## src/rtl/vga_scan_ctrl.sv

```systemverilog
// rtl/vga_scan_ctrl.sv - VGA raster generator: pixel coordinates out, aligned RGB444 and syncs to pins.
module vga_scan_ctrl #(
  parameter int CLK_DIV  = 4,
  parameter int H_ACTIVE = 640,
  parameter int H_FP     = 16,
  parameter int H_SYNC   = 96,
  parameter int H_BP     = 48,
  parameter int V_ACTIVE = 480,
  parameter int V_FP     = 10,
  parameter int V_SYNC   = 2,
  parameter int V_BP     = 33,
  parameter int PIX_LAT  = 1
) (
  input  logic        clk,
  input  logic        rst_n,
  input  logic [11:0] color,
  output logic [10:0] x,
  output logic [10:0] y,
  output logic        frame_start,
  output logic [3:0]  vga_r,
  output logic [3:0]  vga_g,
  output logic [3:0]  vga_b,
  output logic        vga_hs,
  output logic        vga_vs
);

  localparam int H_TOTAL = H_ACTIVE + H_FP + H_SYNC + H_BP;
  localparam int V_TOTAL = V_ACTIVE + V_FP + V_SYNC + V_BP;
  localparam int DIV_W   = (CLK_DIV > 1) ? $clog2(CLK_DIV) : 1;

  localparam logic [10:0] H_LAST  = 11'(H_TOTAL - 1);
  localparam logic [10:0] V_LAST  = 11'(V_TOTAL - 1);
  localparam logic [10:0] H_ACT   = 11'(H_ACTIVE);
  localparam logic [10:0] V_ACT   = 11'(V_ACTIVE);
  localparam logic [10:0] HS_BEG  = 11'(H_ACTIVE + H_FP);
  localparam logic [10:0] HS_END  = 11'(H_ACTIVE + H_FP + H_SYNC);
  localparam logic [10:0] VS_BEG  = 11'(V_ACTIVE + V_FP);
  localparam logic [10:0] VS_END  = 11'(V_ACTIVE + V_FP + V_SYNC);

  logic [DIV_W-1:0] div_cnt_q, div_cnt_d;
  logic             pe;
  logic [10:0]      h_cnt_q, h_cnt_d;
  logic [10:0]      v_cnt_q, v_cnt_d;
  logic             h_last, v_last;
  logic             de_raw, hs_raw, vs_raw;
  logic [PIX_LAT:1] de_pipe_q, hs_pipe_q, vs_pipe_q;
  logic [11:0]      rgb_q;
  logic             hs_q, vs_q, frame_start_q;

  // With CLK_DIV=1 the divider stays at 0 and pe is permanently high.
  assign pe        = (div_cnt_q == DIV_W'(CLK_DIV - 1));
  assign div_cnt_d = pe ? '0 : div_cnt_q + 1'b1;

  assign h_last = (h_cnt_q == H_LAST);
  assign v_last = (v_cnt_q == V_LAST);

  always_comb begin
    h_cnt_d = h_cnt_q;
    v_cnt_d = v_cnt_q;
    if (pe) begin
      if (h_last) begin
        h_cnt_d = '0;
        v_cnt_d = v_last ? '0 : v_cnt_q + 11'd1;
      end else begin
        h_cnt_d = h_cnt_q + 11'd1;
      end
    end
  end

  assign de_raw = (h_cnt_q < H_ACT) && (v_cnt_q < V_ACT);
  assign hs_raw = !((h_cnt_q >= HS_BEG) && (h_cnt_q < HS_END));
  assign vs_raw = !((v_cnt_q >= VS_BEG) && (v_cnt_q < VS_END));

  // Pipe depth matches the colour source latency so RGB and syncs leave together.
  always_ff @(posedge clk or negedge rst_n) begin
    if (!rst_n) begin
      div_cnt_q     <= '0;
      h_cnt_q       <= '0;
      v_cnt_q       <= '0;
      de_pipe_q     <= '0;
      hs_pipe_q     <= '1;
      vs_pipe_q     <= '1;
      rgb_q         <= 12'h000;
      hs_q          <= 1'b1;
      vs_q          <= 1'b1;
      frame_start_q <= 1'b0;
    end else begin
      div_cnt_q     <= div_cnt_d;
      frame_start_q <= pe && h_last && v_last;
      if (pe) begin
        h_cnt_q <= h_cnt_d;
        v_cnt_q <= v_cnt_d;
        for (int k = PIX_LAT; k > 1; k--) begin
          de_pipe_q[k] <= de_pipe_q[k-1];
          hs_pipe_q[k] <= hs_pipe_q[k-1];
          vs_pipe_q[k] <= vs_pipe_q[k-1];
        end
        de_pipe_q[1] <= de_raw;
        hs_pipe_q[1] <= hs_raw;
        vs_pipe_q[1] <= vs_raw;
        rgb_q        <= de_pipe_q[PIX_LAT] ? color : 12'h000;
        hs_q         <= hs_pipe_q[PIX_LAT];
        vs_q         <= vs_pipe_q[PIX_LAT];
      end
    end
  end

  assign x           = h_cnt_q;
  assign y           = v_cnt_q;
  assign frame_start = frame_start_q;
  assign vga_r       = rgb_q[11:8];
  assign vga_g       = rgb_q[7:4];
  assign vga_b       = rgb_q[3:0];
  assign vga_hs      = hs_q;
  assign vga_vs      = vs_q;

endmodule

```

## config.mk

```make
export PLATFORM = sky130hd
export DESIGN_NAME = vga_scan_ctrl
export DESIGN_NICKNAME = d
export VERILOG_FILES = /design/src/rtl/vga_scan_ctrl.sv
export SDC_FILE = /design/constraint.sdc
export NUM_CORES = 1
export LEC_CHECK = 0
export CORE_UTILIZATION = 43
export CTS_CLUSTER_SIZE = 8
export DETAILED_ROUTE_END_ITERATION = 8
export PLACE_DENSITY = 0.71
export SLEW_MARGIN = 20
export SYNTH_ARGS = -nofsm -noshare
export SYNTH_HDL_FRONTEND = slang
export SYNTH_SLANG_ARGS = --single-unit
```

## constraint.sdc

```tcl
create_clock -name clk -period 2 [get_ports clk]
set_input_delay 0.5 -clock clk [delete_from_list [all_inputs] [get_ports clk]]
set_output_delay 0.5 -clock clk [all_outputs]
set_load 0.1 [all_outputs]
```

==> impl_results.md <==
* Num rows at 24
* Final Max Tran Viols at 0
* WP buf/inv at 1
* CTS tree: done
* Dominant synthesized flop cell: dfrtp_1
* Die height at 69.4 µm
* Status: finished, final reports clean
* Critical path class: flop to flop
* DR DRC count at 0
* Critical Path Fanout Max at 10
* Clock share of power at 0.338
* CTS root buf: clkbuf_8
* Clock Path Buffers at 2
* Slowest stage cell on the critical path: dfrtp_4
* Delay-heaviest family, CP: simple AND/OR/NAND/NOR gates
* First-pass GRT wire length at 7620 µm
* Fin area at about 0.0029 mm²
* CP required at approximately 2.2 ns
* Post-Syn Area at 0.00195 mm²
* Layout cells sized above 1 at 0.323
* Worst EP arrival at between 2 and 2.5 ns
* DRT antenna net count at 0
* Initial antenna violation count at 0
* Via count at ~1,700
* Fin cells at around 300
* Async set or reset register ratio after synthesis at 1.00
* Int Power at between 1 and 1.5 mW
* WL/cell at between 10 and 15 µm
* Combinational Power Share at 0.106
* Placeable Area at around 0.0044 mm²
* Area fraction of the dominant cell type after synthesis at 0.487
* Area grow syn2layout at 50.4%
* Post-synth EDFFs at 0
* H-tree Lvls at 2
* Fin crit share at 0.988
* Max rail drop VDD at about 0.35 mV
* Relative slew margins at 0.652
* First drt pass iteration count at 4
* HP Class: primary input to async pin
* Final Power at ~1.6 mW
* Die footprint at 0.00481 mm²
* Syn_area_per_cell at ~10 µm²
* Commonest cells in the netlist: 38 x dfrtp_1, 23 x nand2_1, 23 x o21ai_0
* Final hold viol count at 0
* Overflow after GRT at 0
* Vias in the first global route at 1,630
* Yosys cell types at a little over 40
* Routed WL at around 4500 µm
* Initial Util at 0.448
* Nets@finish at between 200 and 300
* # setup viols final at 0
* Mapped Cells at between 150 and 200
* Sequential element share of the synthesized area at 0.541
* Die width at a little under 70 µm
* Via density at 5.37
* Port bufs at 50
* Max incr delay on CP at 0.47 ns
* Diodes inserted at 0
* Total track usage at 0.199
* Switching Power at roughly 410 µW
* Sw Share at 0.265
* CP cell instances: or3b_4, or4_4, buf_4, o21ai_0, o41ai_2
* Synth Net Count at roughly 210
* Reg power frac at 0.557
* Power per cell area at approximately 530 mW/mm²
* Clk_lat worst skew at around 0.29 ns
* Type of origin of the critical path: flop
* Clock transition at path regs at 0.08 ns
* Global placement routability congestion at 0.864
* Max Clock Freq at ~510 MHz
* Fin crit period at ~2.0 ns
* Area leader, netlist: dfrtp_1
* Worst-margin pin slew at 0.522 ns
* Synth Warn # at 0
* Total clock sinks at 42
* Placement Cell Area at 0.00285 mm²
* # hold bufs at CTS at 0
* Lkg Pwr at 1.26 nW
* Cell total after placement at between 300 and 400
* CTS Buf Count at 5
* Max cap viols at 0
* Synth Register Bits at 42
* Worst clock skew at 0.00446 ns
* Pin count of the biggest net entering global routing at 43
* Post-DP HPWL at about 3100 µm
* Setup TNS at 0 ns
* Initial drt markers at roughly 110
* Crit path capture type: flop
* IO Count at slightly above 50
* Cell with the most instances after synthesis: dfrtp_1
* Largest cells by area after synthesis: dfrtp_1 49%, o21ai_0 5.9%, dfstp_2 5.4%
placed cells by master (no fill, tap or decap), types with 4 or more instances in the layout:
cell	netlist	routed
nand3_1	9	8
inv_1	19	19
and4_1	4	4
dfrtp_4	0	7
nor2_1	9	9
buf_4	1	23
dfrtp_2	0	6
clkbuf_8	0	5
xnor2_1	5	5
dfrtp_1	38	25
dfstp_2	4	4
clkdlybuf4s50_1	0	12
o31ai_1	4	4
and3_1	6	6
nand2_1	23	23
buf_12	0	25
o21ai_0	23	22
repair_timing:
action,in CTS,in global routing
endpoints found under the setup margin,0,1
buffers inserted,0,0
gates resized for setup,0,1
power groups by stage:
stage                     Clock, mW  Sequential [mW]  Combinational, mW
final                         0.526            0.867              0.165
after CTS                     0.536            0.867              0.167
after global routing          0.575            0.869              0.174
after global placement            0            0.884              0.165
after detailed placement          0            0.884              0.166
after floorplan                   0            0.976            0.00845
through the flow:
step / util / hold WS, ns / setup WS, ns
2_1_floorplan: - / 0.204 / -0.0969
3_3_place_gp: 0.654 / 0.413 / 0.0871
3_5_place_dp: 0.654 / 0.431 / 0.0496
4_1_cts: 0.673 / 0.282 / 0.0293
5_1_grt: 0.674 / 0.329 / -0.0157
6_report: 0.674 / 0.272 / 0.0245
sequential cells by signal (all words and copies together) (netlist names):
register / count
vga_hs: 1
y: 11
vga_vs: 1
frame_start: 1
hs_pipe_q: 1
de_pipe_q: 1
div_cnt_q: 2
vs_pipe_q: 1
rgb_q: 12
x: 11
area by class of cell:
| cell class | count | area, µm² |
|---|---|---|
| Sequential cell | 42 | 1090 |
| Clock inverter | 2 | 10.0 |
| Inverter | 19 | 71.3 |
| Multi-Input combinational cell | 127 | 830 |
| Clock buffer | 6 | 72.6 |
| Timing Repair Buffer | 61 | 798 |
| Tap cell | 52 | 65.1 |
| Fill cell | 342 | 1420 |
cell families (layout without fill, tap and decap cells):
| logic type | count (synthesis) | after routing | share of synthesized area |
|---|---|---|---|
| compound gates | 39 | 39 | 0.118 |
| mux | 4 | 4 | 0.0224 |
| simple gates | 73 | 73 | 0.208 |
| fa+ha+maj | 4 | 4 | 0.0256 |
| flops | 42 | 42 | 0.541 |
| xor+xnor | 7 | 7 | 0.0314 |
| buf+inv | 27 | 88 | 0.0539 |
worst reg2reg max path, cell delays in order, from the launching register on:
cell and delay (ns):
dfrtp_4 0.47, or3b_4 0.43, or4_4 0.43, buf_4 0.19
o21ai_0 0.23, o41ai_2 0.11
routing by layer:
layer / share of wire / global-route usage
met1: 0.48 / 0.282
met2: 0.46 / 0.306
met3: 0.050 / 0.0378
met4: 0.011 / 0.0680
met5: 0 / 0
path summary, 6_finish.rpt:
check / slack (ns) / endpoint / from / cells past startpoint
setup reg to reg: 0.02 / y[6] / x[6] / 5
max in group asynchronous: 1.34 / x[8] / rst_n / 2
hold reg to reg: 0.44 / div_cnt_q[0] / div_cnt_q[0] / 1
min in group clk: 0.44 / div_cnt_q[0] / div_cnt_q[0] / 1
setup / recovery: 0.02 / y[6] / x[6] / 5
hold / removal: 0.27 / x[0] / rst_n / 2
(Power assumes the default switching activity.)
